`src/rtl/rv32_pkg.sv`:
```
// Shared RV32 execute-side types: ALU operator, operand selects and the issue slot record.
// Also holds the bypass match rule so capture, refresh and output forwarding agree.
package rv32_pkg;

  typedef enum logic [3:0] {
    ALU_ADD,
    ALU_SUB,
    ALU_AND,
    ALU_OR,
    ALU_XOR,
    ALU_SLL,
    ALU_SRL,
    ALU_SRA,
    ALU_SLT,
    ALU_SLTU
  } alu_op_e;

  typedef enum logic [1:0] {
    OPA_RS1,
    OPA_PC,
    OPA_ZERO
  } op_a_sel_e;

  typedef enum logic {
    OPB_RS2,
    OPB_IMM
  } op_b_sel_e;

  typedef struct packed {
    logic [31:0] pc;
    logic [4:0]  rs1_addr;
    logic [4:0]  rs2_addr;
    logic [31:0] rs1_data;
    logic [31:0] rs2_data;
    logic [31:0] imm;
    logic [4:0]  rd_addr;
    alu_op_e     alu_op;
    op_a_sel_e   sel_a;
    op_b_sel_e   sel_b;
  } slot_t;

  localparam slot_t SLOT_RESET = '{
    pc:       32'h0,
    rs1_addr: 5'd0,
    rs2_addr: 5'd0,
    rs1_data: 32'h0,
    rs2_data: 32'h0,
    imm:      32'h0,
    rd_addr:  5'd0,
    alu_op:   ALU_ADD,
    sel_a:    OPA_ZERO,
    sel_b:    OPB_IMM
  };

  // x0 is hardwired, so a write to it must never be bypassed.
  function automatic logic fwd_hit(input logic valid, input logic [4:0] rd,
                                   input logic [4:0] rs);
    return valid && (rd == rs) && (rs != 5'd0);
  endfunction

endpackage

```
`src/rtl/ex_issue_fwd_mux.sv`:
```
// Per-source-register bypass select: EX result beats WB result beats the slot value.
// Purely combinational, no state and no flow control.
module fwd_mux
  import rv32_pkg::*;
#(
  parameter bit FWD_EN = 1'b1
) (
  input  logic [4:0]  rs_addr,
  input  logic [31:0] slot_data,
  input  logic        ex_fwd_valid,
  input  logic [4:0]  ex_fwd_rd,
  input  logic [31:0] ex_fwd_data,
  input  logic        wb_fwd_valid,
  input  logic [4:0]  wb_fwd_rd,
  input  logic [31:0] wb_fwd_data,
  output logic [31:0] rs_data
);

  always_comb begin
    rs_data = slot_data;
    if (FWD_EN) begin
      if (fwd_hit(ex_fwd_valid, ex_fwd_rd, rs_addr)) begin
        rs_data = ex_fwd_data;
      end else if (fwd_hit(wb_fwd_valid, wb_fwd_rd, rs_addr)) begin
        rs_data = wb_fwd_data;
      end
    end
  end

endmodule

```
`src/rtl/ex_issue.sv`:
```
// Single-slot issue register between decode and execute; one-cycle latency, full throughput.
// Decode is stalled only while the slot is full and execute is not consuming; flush empties the slot.
module ex_issue
  import rv32_pkg::*;
#(
  parameter bit FWD_EN = 1'b1
) (
  input  logic        clk_i,
  input  logic        rst_ni,
  input  logic        id_valid_i,
  output logic        id_ready_o,
  input  logic [31:0] id_pc_i,
  input  logic [4:0]  id_rs1_addr_i,
  input  logic [4:0]  id_rs2_addr_i,
  input  logic [31:0] id_rs1_data_i,
  input  logic [31:0] id_rs2_data_i,
  input  logic [31:0] id_imm_i,
  input  logic [4:0]  id_rd_addr_i,
  input  alu_op_e     id_alu_op_i,
  input  op_a_sel_e   id_sel_a_i,
  input  op_b_sel_e   id_sel_b_i,
  input  logic        ex_fwd_valid_i,
  input  logic [4:0]  ex_fwd_rd_i,
  input  logic [31:0] ex_fwd_data_i,
  input  logic        wb_fwd_valid_i,
  input  logic [4:0]  wb_fwd_rd_i,
  input  logic [31:0] wb_fwd_data_i,
  input  logic        flush_i,
  output logic        ex_valid_o,
  input  logic        ex_ready_i,
  output logic [31:0] operand_a_o,
  output logic [31:0] operand_b_o,
  output alu_op_e     operator_o,
  output logic [31:0] ex_pc_o,
  output logic [4:0]  ex_rd_addr_o
);

  slot_t       slot_q;
  logic        slot_valid;
  logic        accept;
  logic        consume;
  logic [31:0] cap_rs1;
  logic [31:0] cap_rs2;
  logic [31:0] rs1_fwd;
  logic [31:0] rs2_fwd;

  // During a flush the offered instruction is taken and dropped, so decode never stalls on it.
  assign id_ready_o = !slot_valid | ex_ready_i | flush_i;
  assign accept     = id_valid_i & id_ready_o & !flush_i;
  assign consume    = slot_valid & ex_ready_i & !flush_i;
  assign ex_valid_o = slot_valid & !flush_i;

  // The register file write lands in the same cycle, so its read data is stale on a match.
  assign cap_rs1 = (FWD_EN && fwd_hit(wb_fwd_valid_i, wb_fwd_rd_i, id_rs1_addr_i))
                   ? wb_fwd_data_i : id_rs1_data_i;
  assign cap_rs2 = (FWD_EN && fwd_hit(wb_fwd_valid_i, wb_fwd_rd_i, id_rs2_addr_i))
                   ? wb_fwd_data_i : id_rs2_data_i;

  always_ff @(posedge clk_i or negedge rst_ni) begin
    if (!rst_ni) begin
      slot_valid <= 1'b0;
      slot_q     <= SLOT_RESET;
    end else if (flush_i) begin
      slot_valid <= 1'b0;
    end else if (accept) begin
      slot_valid      <= 1'b1;
      slot_q.pc       <= id_pc_i;
      slot_q.rs1_addr <= id_rs1_addr_i;
      slot_q.rs2_addr <= id_rs2_addr_i;
      slot_q.rs1_data <= cap_rs1;
      slot_q.rs2_data <= cap_rs2;
      slot_q.imm      <= id_imm_i;
      slot_q.rd_addr  <= id_rd_addr_i;
      slot_q.alu_op   <= id_alu_op_i;
      slot_q.sel_a    <= id_sel_a_i;
      slot_q.sel_b    <= id_sel_b_i;
    end else if (consume) begin
      slot_valid <= 1'b0;
    end else if (FWD_EN && slot_valid) begin
      // A stalled instruction absorbs writebacks it would otherwise miss once WB moves on.
      if (fwd_hit(wb_fwd_valid_i, wb_fwd_rd_i, slot_q.rs1_addr)) slot_q.rs1_data <= wb_fwd_data_i;
      if (fwd_hit(wb_fwd_valid_i, wb_fwd_rd_i, slot_q.rs2_addr)) slot_q.rs2_data <= wb_fwd_data_i;
    end
  end

  fwd_mux #(.FWD_EN(FWD_EN)) u_fwd_rs1 (
    .rs_addr      (slot_q.rs1_addr),
    .slot_data    (slot_q.rs1_data),
    .ex_fwd_valid (ex_fwd_valid_i),
    .ex_fwd_rd    (ex_fwd_rd_i),
    .ex_fwd_data  (ex_fwd_data_i),
    .wb_fwd_valid (wb_fwd_valid_i),
    .wb_fwd_rd    (wb_fwd_rd_i),
    .wb_fwd_data  (wb_fwd_data_i),
    .rs_data      (rs1_fwd)
  );

  fwd_mux #(.FWD_EN(FWD_EN)) u_fwd_rs2 (
    .rs_addr      (slot_q.rs2_addr),
    .slot_data    (slot_q.rs2_data),
    .ex_fwd_valid (ex_fwd_valid_i),
    .ex_fwd_rd    (ex_fwd_rd_i),
    .ex_fwd_data  (ex_fwd_data_i),
    .wb_fwd_valid (wb_fwd_valid_i),
    .wb_fwd_rd    (wb_fwd_rd_i),
    .wb_fwd_data  (wb_fwd_data_i),
    .rs_data      (rs2_fwd)
  );

  always_comb begin
    case (slot_q.sel_a)
      OPA_RS1: operand_a_o = rs1_fwd;
      OPA_PC:  operand_a_o = slot_q.pc;
      default: operand_a_o = 32'h0;
    endcase
  end

  assign operand_b_o  = (slot_q.sel_b == OPB_IMM) ? slot_q.imm : rs2_fwd;
  assign operator_o   = slot_q.alu_op;
  assign ex_pc_o      = slot_q.pc;
  assign ex_rd_addr_o = slot_q.rd_addr;

endmodule
```
`config.mk`:
```
export PLATFORM = sky130hd
export DESIGN_NAME = ex_issue
export DESIGN_NICKNAME = d
export VERILOG_FILES = /design/src/rtl/rv32_pkg.sv /design/src/rtl/ex_issue_fwd_mux.sv /design/src/rtl/ex_issue.sv
export SDC_FILE = /design/constraint.sdc
export NUM_CORES = 1
export LEC_CHECK = 0
export ABC_AREA = 1
export BUFFER_PORTS_ARGS = -buffer_cell sky130_fd_sc_hd__buf_2
export CAP_MARGIN = 0
export CORE_MARGIN = 2
export CORE_UTILIZATION = 34
export CTS_BUF_LIST = sky130_fd_sc_hd__clkbuf_8
export DETAILED_ROUTE_END_ITERATION = 10
export GPL_ROUTABILITY_DRIVEN = 0
export HOLD_SLACK_MARGIN = 0.15
export PLACE_DENSITY = 0.58
export SYNTH_ARGS = -nofsm -noshare
export SYNTH_HDL_FRONTEND = slang
export SYNTH_SLANG_ARGS = --single-unit
```
`constraint.sdc`:
```
create_clock -name clk_i -period 2.5 [get_ports clk_i]
set_input_delay 0.25 -clock clk_i [delete_from_list [all_inputs] [get_ports clk_i]]
set_output_delay 0.25 -clock clk_i [all_outputs]
set_load 0.005 [all_outputs]
```
==> impl_metrics.yaml, run 1 <==
sta:
  period_share_pct: 103
  slew_viol_final: 0
  skew_ps: 15.5
  tightest_slew_ps: 834
  setup_viol: 32
  hold_ws_ps: 177
  layout_setup_ws_ps: -72.5
  slew_headroom_pct: 44.4
  hold_viol: 0
  layout_min_cycle_time_ps: 2570
  rsz0062_at_grt: "true"
  fmax_ghz: 0.389
setup_path:
  crit_path_start_kind: "register"
  critPathMaxStageDelay_ps: 440
  critPathCaptureType: "output pin"
  crit_type: "reg -> out"
  worstPathMaxFanout: 6
  cp.required_ps: 2250
  critPathTopFamily: "buffers and inverters"
  crit_top_cell: "nand2_1"
  path_buf_inv: 6
  slowest_stage: "dfrtp_1"
  cp_cell_sequence: "inv_2 > buf_6 > o22ai_1 > nor2_1 > nand2_1 > nor2_4 > buf_12 > inv_16 > clkbuf_16 > nand2_2 > nand2_1 > nand2_1 > buf_2"
  arrival_ps: 2320
flow_run:
  cap_viol_max_count: 0
die:
  start_util_pct: 34.3
  placementRows: 67
  die_w_um: 187
  dieArea_um2: 35100
  die_h_um: 187
  core_region_area_um2: 33400
  ios: 338
detailed_routing:
  vias: 14000
  first_pass_iters: 7
  routed_via_density: 5.11
  wl_mm: 52.0
  antenna_left: 0
  drc: 0
  post_drt_wl_per_cell_um: 19.0
  drtIter0Drc: 1153
power_and_ir_drop:
  netSwitchingFraction_pct: 41.4
  power.total_mw: 9.49
  p_seq_share_pct: 33.8
  power_density_nw_per_um2: 572
  power_frac_comb_pct: 45.4
  clkPwrFrac_pct: 20.8
  switchingPower_mw: 3.93
  leakagePower_nw: 9.09
  internal_power_mw: 5.56
  peakVddDrop_mv: 0.321
status:
  status: "finished, violations left"
  violations: "setup timing"
synth:
  yosys.area.top_type_share_pct: 32.6
  synthAdderAreaFrac_pct: 0
  yosys.area_share.simple_pct: 46.4
  synth_compound_area_share_pct: 6.72
  synth.cell_area_um2: 11400
  yosysSeqAreaShare_pct: 33.0
  avgSynthCellArea_um2: 6.08
  ys_warn_count: 0
  synth_xor_area_share_pct: 0.459
  synth_nets: 2112
  synthTopCellsByArea: "dfrtp_1 33%, nand2_1 30%, nand3_1 14%"
  synth_cell_types: 27
  syn_inst: 1881
  synthMuxAreaShare_pct: 0
  yosysTopAreaCell: "dfrtp_1"
  synth_seq_cells: 151
  synth_top_family_by_area: "simple AND/OR/NAND/NOR gates"
global_routing:
  grt_usage_pct: 27.5
  grt-ovfl-total: 0
  grt_pass1_wl_mm: 74.6
  grt_pass1_vias: 13000
  antenna_found_initial: 3
  grt_max_degree: 84
hold_path:
  hold_path_class: "in -> reg"
clock_tree:
  clock_latency_ps: 490
  cts_max_path_buffers: 2
  clk_pin_slew_ps: 100
  cts_root_buf: "clkbuf_8"
  cts_tree: "built"
  cts_buffers: 17
  cts_sinks: 151
  cts.htree.levels: 4
final_layout:
  syn_to_final_growth_pct: 45.0
  final_core_util_pct: 49.7
  instances_no_fill: 2729
  layout.nets: 2497
  fillers: 3432
  stdcell_area_um2: 16600
  drive_gt1_share_pct: 30.5
placement:
  place_hpwl_mm: 32.8
  place_inst: 2546
  portBuffers: 337
  placed_area_um2: 13200
==> synthesized netlist by cell type (all sizes together) <==
master / count
buf: 116
o21ai: 17
nand3: 329
a21oi: 36
o21bai: 64
inv: 171
xnor2: 5
clkbuf: 44
dfrtp: 149
nand2: 922
xor2: 1
dfstp: 2
nor2: 21
or2: 1
o22ai: 2
nor3: 1
==> flip-flops by register name (all words and copies together), names as in the netlist <==
| name | cells |
|---|---|
| slot_valid | 1 |
| ex_rd_addr_o | 5 |
| ex_pc_o | 32 |
| operator_o | 4 |
| slot_q | 109 |
==> logic make-up (layout without fill, tap and decap cells) <==
| kind of cell | after synthesis | count (layout) |
|---|---|---|
| flops | 151 | 151 |
| buf+inv | 331 | 729 |
| simple gates | 1274 | 1274 |
| xor+xnor | 6 | 6 |
| other cells | 0 | 2 |
| compound gates | 119 | 119 |
==> cells in the final DEF, fill, tap and decap left out, types with 2 or more instances in the layout <==
master,Yosys,final
nand2_1,900,779
buf_2,61,333
nand3_1,329,283
inv_1,163,156
dfrtp_1,149,148
dlygate4sd3_1,0,112
nand2_2,21,101
o21bai_1,64,64
nand2_4,1,41
nand3_2,0,30
buf_4,43,25
buf_12,0,20
clkbuf_8,0,18
buf_6,7,18
o21ai_0,16,16
a21oi_2,3,16
nand3_4,0,16
inv_2,7,14
clkbuf_16,0,13
a21oi_4,0,12
nor2_1,13,10
a21oi_1,33,8
nor2_4,3,7
clkinvlp_4,0,6
nor2_2,5,4
xnor2_1,5,4
buf_8,0,4
diode_2,0,2
o22ai_1,2,2
inv_4,1,2
clkinv_4,0,2
clkinv_2,0,2
bufinv_16,0,2
dfstp_2,2,2
==> what timing repair did <==
| action | in CTS | in global routing |
|---|---|---|
| endpoints found under the setup margin | 64 | 64 |
| pin swaps | 4 | 95 |
| buffers inserted | 5 | 13 |
| hold endpoints to repair | 160 | 0 |
| gates resized for setup | 27 | 300 |
| hold buffers | 112 | 0 |
| cloned | 1 | 18 |
==> per-stage QoR <==
step | setup slack [ps] | TNS [ps]
after floorplan | 877 | 0
after global placement | 420 | 0
after detailed placement | 406 | 0
after CTS | -15.3 | -75.7
after global routing | -145 | -6360
final | -72.5 | -910
==> routing by layer <==
layer	track usage (%)	share of wire, %
met5	0	0.031
met4	9.99	4.0
met3	5.08	8.1
met2	42.8	45
met1	38.0	43
==> path summary, 6_finish.rpt <==
| check | from | end | slack (ps) | depth (start not counted) |
|---|---|---|---|---|
| worst max-delay path | slot_q[113] | operand_a_o[4] | -70 | 13 |
| worst min-delay path | id_rs2_data_i[24] | slot_q[68] | 180 | 6 |
| worst max register to register | slot_valid | slot_q[46] | 410 | 10 |
| worst min register to register | slot_q[60] | slot_q[60] | 490 | 2 |
| max in group asynchronous | rst_ni | slot_q[18] | 1380 | 3 |
| min in group asynchronous | rst_ni | slot_q[42] | 290 | 2 |
==> worst reg2reg max path: stages, from the launching register on <==
cell     delay, ps
dfrtp_1        390
inv_1           70
nor2_1          50
nand2_1        150
nand3_4        170
inv_4          110
buf_4          630
nand3_1        250
nand2_1         90
nand2_1         50
nand2_1         70
==> power groups by stage <==
stage               Sequential, mW  Clock [mW]  Combinational [mW]
global route                  3.27        2.11                4.74
finish                        3.21        1.97                4.31
CTS                           3.20        2.03                3.55
detailed placement            3.23           0                3.35
floorplan                     3.17           0                2.22
global placement              3.22           0                3.32
==> area by class of cell <==
| cell class | count | area (um^2) | share of cell area (%) |
|---|---|---|---|
| Multi-Input combinational cell | 1399 | 7210 | 43.5 |
| Timing Repair Buffer | 525 | 3960 | 23.9 |
| Sequential cell | 151 | 3780 | 22.8 |
| Inverter | 171 | 667 | 4.02 |
| Tap cell | 448 | 561 | 3.38 |
| Clock buffer | 18 | 248 | 1.49 |
| Clock inverter | 14 | 138 | 0.830 |
| Timing Repair inverter | 1 | 7.51 | 0.0453 |
| Antenna cell | 2 | 5.00 | 0.0302 |
Power figures use the tool's default switching activity.
==> run 2, diff against run 1 <==
--- a/config.mk
+++ b/config.mk
@@ -6,15 +6,17 @@
 export NUM_CORES = 1
 export LEC_CHECK = 0
 export ABC_AREA = 1
-export BUFFER_PORTS_ARGS = -buffer_cell sky130_fd_sc_hd__buf_2
+export BUFFER_PORTS_ARGS = -buffer_cell sky130_fd_sc_hd__clkbuf_2
 export CAP_MARGIN = 0
+export CELL_PAD_IN_SITES_DETAIL_PLACEMENT = 0
+export CELL_PAD_IN_SITES_GLOBAL_PLACEMENT = 2
 export CORE_MARGIN = 2
-export CORE_UTILIZATION = 34
+export CORE_UTILIZATION = 30
 export CTS_BUF_LIST = sky130_fd_sc_hd__clkbuf_8
 export DETAILED_ROUTE_END_ITERATION = 10
 export GPL_ROUTABILITY_DRIVEN = 0
 export HOLD_SLACK_MARGIN = 0.15
-export PLACE_DENSITY = 0.58
+export PLACE_DENSITY_LB_ADDON = 0.1
 export SYNTH_ARGS = -nofsm -noshare
 export SYNTH_HDL_FRONTEND = slang
 export SYNTH_SLANG_ARGS = --single-unit
==> impl_metrics.yaml, run 2 (synthesis results as in run 1) <==
sta:
  layout_setup_ws_ps: -36.9
  rsz0062_at_grt: "true"
  tightest_slew_ps: 661
  slew_headroom_pct: 55.9
  hold_viol: 0
  fmax_ghz: 0.394
  setup_viol: 11
  layout_min_cycle_time_ps: 2540
  slew_viol_final: 0
  fin_tns_setup_ps: -154
  skew_ps: 24.3
  period_share_pct: 101
hold_path:
  holdPathStages: 6
  hold_start: "id_rs2_data_i[24]"
  hold_path_class: "in -> reg"
  min_to: "slot_q[68]"
final_layout:
  layout.nets: 2496
  top_register: "slot_q"
  stdcell_area_um2: 16500
  syn_to_final_growth_pct: 44.3
  final_common_cell: "nand2_1"
  drive_gt1_share_pct: 30.3
  largest_register_ffs: 109
  instances_no_fill: 2790
  final_cell_mix: "772 x nand2_1, 315 x clkbuf_2, 270 x nand3_1"
setup_path:
  reg2reg_from: "slot_valid"
  cp.required_ps: 2250
  arrival_ps: 2290
  crit_path_start_kind: "register"
  worstPathMaxFanout: 6
  critPathCaptureType: "output pin"
  crit_type: "reg -> out"
  r2r_setup_slack_ps: 720
  worstReg2RegEnd: "slot_q[64]"
  reg2regPathDepth: 9
placement:
  portBuffers: 337
  placed_area_um2: 13400
  place_inst: 2610
  place_hpwl_mm: 36.2
detailed_routing:
  routed_via_density: 4.86
  drtIter0Drc: 1016
  vias: 13600
  first_pass_iters: 5
  post_drt_wl_per_cell_um: 19.3
  drc: 0
  wl_mm: 53.8
  antenna_left: 0
global_routing:
  grt_max_degree: 108
  grt_usage_pct: 26.1
  grt_pass1_vias: 12600
  grt-ovfl-total: 0
  grt_pass1_wl_mm: 77.3
  antenna_found_initial: 3
die:
  die_h_um: 199
  start_util_pct: 30.4
  placementRows: 71
  ios: 338
  die_w_um: 199
  core_region_area_um2: 37600
  dieArea_um2: 39700
status:
  violations: "setup timing"
  status: "finished, violations left"
clock_tree:
  cts.htree.levels: 4
  clock_latency_ps: 500
  cts_root_buf: "clkbuf_8"
  cts_max_path_buffers: 2
  clk_pin_slew_ps: 100
  cts_buffers: 17
  cts_sinks: 151
  cts_tree: "built"
power_and_ir_drop:
  leakagePower_nw: 9.09
  power_density_nw_per_um2: 577
  power.total_mw: 9.52
  peakVddDrop_mv: 0.329
flow_run:
  cap_viol_max_count: 0
-- run 2: changes by cell type in the layout (fill, tap and decap cells not counted), sizes merged --
cell / previous run / this run
buf: 400 / 86
bufinv: 2 / 3
clkbuf: 31 / 341
clkinv: 4 / 6
clkinvlp: 6 / 1
diode: 2 / 3
dlygate4sd3: 112 / 115
-- run 2: worst max-delay path by stage --
stage,startpoint,endpoint,slack (ps),depth (start not counted)
after floorplan,slot_q[108],operand_b_o[10],880,7
after detailed placement,wb_fwd_rd_i[3],operand_b_o[8],310,13
final,slot_q[116],operand_a_o[5],-40,12
after CTS,slot_q[110],operand_b_o[1],-80,10
after global placement,wb_fwd_rd_i[3],operand_b_o[16],320,13
after global routing,slot_q[112],operand_b_o[2],-150,10
-- run 2: area by class of cell --
class	instances	area [um^2]
well taps	511	639
repair buffers	525	3990
clock buffers	17	234
inverters	171	652
diodes	3	7.51
flip-flops and latches	151	3780
clock inverters	13	143
multi-input cells	1399	7060
fillers	4130	21100
-- run 2: what timing repair did --
item	4_1_cts	5_1_grt
gates resized for setup	54	258
setup buffers	9	10
endpoints found under the setup margin	64	64
pin swaps	12	52
hold buffers	115	0
cloned	2	11
hold endpoints to repair	167	0
-- run 2: where the power goes --
| part | switching (mW) | internal, mW | total [mW] | leakage (nW) |
|---|---|---|---|---|
| registers | 0.293 | 2.91 | 3.21 | 1.90 |
| clock network | 1.06 | 0.956 | 2.01 | 0.204 |
| logic | 2.56 | 1.75 | 4.30 | 6.99 |
-- run 2: critical path, cell delays in order, from the launching register on --
cell       delay [ps]
dfrtp_1           430
inv_2              80
a21oi_2           160
nand2_2            80
nor2_4            180
nand2_4           170
clkbuf_16         220
nand2_2            80
nand2_2            80
nand2_1            70
nand2_1            60
nand2_1            70
clkbuf_2          110
-- run 2: routing by layer --
layer  vias to the layer above  wire (um)  GRT usage (%)
li1                       6572          -              -
met1                      6506      25600           38.7
met2                       447      24100           39.3
met3                        37       3450           5.00
met4                         0        677           5.20
met5                         -          0              0
-- run 2: through the flow --
step           hold slack [ps]  util, %  worst slack, ps
2_1_floorplan            -45.6        -              877
3_3_place_gp               284     35.7              318
3_5_place_dp               291     35.7              311
4_1_cts                    150     40.7            -76.6
5_1_grt                    174     43.9             -149
6_report                   168     43.9            -36.9
==> run 3, diff against run 2 <==
--- a/config.mk
+++ b/config.mk
@@ -6,11 +6,12 @@
 export NUM_CORES = 1
 export LEC_CHECK = 0
 export ABC_AREA = 1
+export ABC_CLOCK_PERIOD_IN_PS = 2500
 export BUFFER_PORTS_ARGS = -buffer_cell sky130_fd_sc_hd__clkbuf_2
 export CAP_MARGIN = 0
 export CELL_PAD_IN_SITES_DETAIL_PLACEMENT = 0
 export CELL_PAD_IN_SITES_GLOBAL_PLACEMENT = 2
-export CORE_MARGIN = 2
+export CORE_MARGIN = 1.5
 export CORE_UTILIZATION = 30
 export CTS_BUF_LIST = sky130_fd_sc_hd__clkbuf_8
 export DETAILED_ROUTE_END_ITERATION = 10
==> impl_metrics.yaml, run 3 (synthesis results as in run 1) <==
die:
  start_util_pct: 30.4
  die_h_um: 198
  core_region_area_um2: 37600
  die_w_um: 198
  dieArea_um2: 39300
  ios: 338
  placementRows: 71
sta:
  rsz0062_at_grt: "true"
  period_share_pct: 103
  tightest_slew_ps: 902
  skew_ps: 21.0
  hold_ws_ps: 182
  setup_viol: 41
  fmax_ghz: 0.388
  hold_viol: 0
  layout_min_cycle_time_ps: 2580
  slew_viol_final: 0
  layout_setup_ws_ps: -80.3
  fin_tns_setup_ps: -1160
  slew_headroom_pct: 39.9
final_layout:
  final_core_util_pct: 44.1
  drive_gt1_share_pct: 29.1
  top_register: "slot_q"
  largest_register_ffs: 109
  layout.nets: 2507
  final_common_cell: "nand2_1"
  syn_to_final_growth_pct: 44.8
  fillers: 4097
  stdcell_area_um2: 16600
  final_cell_mix: "818 x nand2_1, 312 x clkbuf_2, 267 x nand3_1"
flow_run:
  cap_viol_max_count: 0
detailed_routing:
  routed_via_density: 4.86
  vias: 13600
  drtIter0Drc: 1047
  wl_mm: 54.5
  post_drt_wl_per_cell_um: 19.4
  drc: 0
  antenna_left: 0
  first_pass_iters: 5
setup_path:
  cp.required_ps: 2250
  critPathCaptureType: "output pin"
  cp_cell_sequence: "buf_6 > xor2_1 > nor2_1 > nand2_1 > nor2_4 > buf_6 > buf_12 > a21oi_4 > nand2_2 > nand2_1 > buf_2"
  path_buf_inv: 4
  slowest_stage: "dfrtp_1"
  crit_type: "reg -> out"
  critPathTopFamily: "simple AND/OR/NAND/NOR gates"
  crit_path_start_kind: "register"
  critPathMaxStageDelay_ps: 430
  worstPathMaxFanout: 7
  arrival_ps: 2330
clock_tree:
  cts_root_buf: "clkbuf_8"
  cts_tree: "built"
  clk_pin_slew_ps: 100
  cts.htree.levels: 4
  cts_sinks: 151
  clock_latency_ps: 500
  cts_max_path_buffers: 2
  cts_buffers: 17
status:
  violations: "setup timing"
  status: "finished, violations left"
global_routing:
  grt_pass1_vias: 12900
  grt-ovfl-total: 0
  grt_pass1_wl_mm: 79.5
  antenna_found_initial: 3
  grt_usage_pct: 27.1
  grt_max_degree: 92
placement:
  placed_area_um2: 13300
  place_hpwl_mm: 35.8
  portBuffers: 337
  post-place-ws_ps: 197
power_and_ir_drop:
  power_density_nw_per_um2: 567
  peakVddDrop_mv: 0.360
  leakagePower_nw: 9.09
hold_path:
  hold_path_class: "in -> reg"
==> run 3: power by group <==
| group | internal (mW) | switching [mW] |
|---|---|---|
| combinational | 1.73 | 2.55 |
| sequential | 2.91 | 0.298 |
| clock | 0.827 | 1.08 |
==> run 3: area by class of cell <==
| cell class | instances | area [um^2] | area share (%) |
|---|---|---|---|
| Inverter | 171 | 649 | 3.92 |
| Clock inverter | 13 | 108 | 0.650 |
| Antenna cell | 3 | 7.51 | 0.0453 |
| Sequential cell | 151 | 3780 | 22.8 |
| Timing Repair Buffer | 534 | 4040 | 24.4 |
| Multi-Input combinational cell | 1401 | 7070 | 42.7 |
| Clock buffer | 19 | 262 | 1.58 |
| Tap cell | 511 | 639 | 3.86 |
==> run 3: routing by layer <==
metal	vias to the layer above	GRT usage, %	share of wire [%]
met5	-	0	0
met4	0	7.49	1.8
met3	49	4.68	6.2
met2	466	40.1	44
met1	6494	40.0	48
li1	6609	-	-
==> run 3: tightest hold or removal path: stages <==
cell and delay [ps]:
clkbuf_2 80, o21bai_1 90, nand3_1 70, nand2_1 60, nand2_1 40, nand2_1 50
==> run 3: final timing paths <==
path                             startpoint  slack (ps)  cells past startpoint             end
setup / recovery                slot_q[115]         -80                     11  operand_a_o[6]
hold / removal             id_rs1_data_i[3]         180                      6      slot_q[79]
setup reg to reg                 slot_valid         550                      8      slot_q[45]
hold reg to reg                  slot_q[41]         480                      2      slot_q[41]
max in group asynchronous            rst_ni        1520                      3      slot_q[68]
min in group asynchronous            rst_ni         260                      2     slot_q[105]
==> run 3: timing repair <==
| action | in CTS | in global routing |
|---|---|---|
| buffers inserted | 16 | 9 |
| gates cloned | 6 | 10 |
| endpoints found under the hold margin | 256 | 0 |
| hold buffers | 118 | 0 |
| pin swaps | 24 | 86 |
| endpoints found under the setup margin | 64 | 64 |
| resized for setup | 124 | 173 |
==> run 3: per-stage QoR <==
step,power (mW),cells
6_report,9.39,2803
5_1_grt,10.1,2803
4_1_cts,9.08,2781
3_5_place_dp,6.69,2609
3_3_place_gp,6.67,2609
2_1_floorplan,5.38,1881
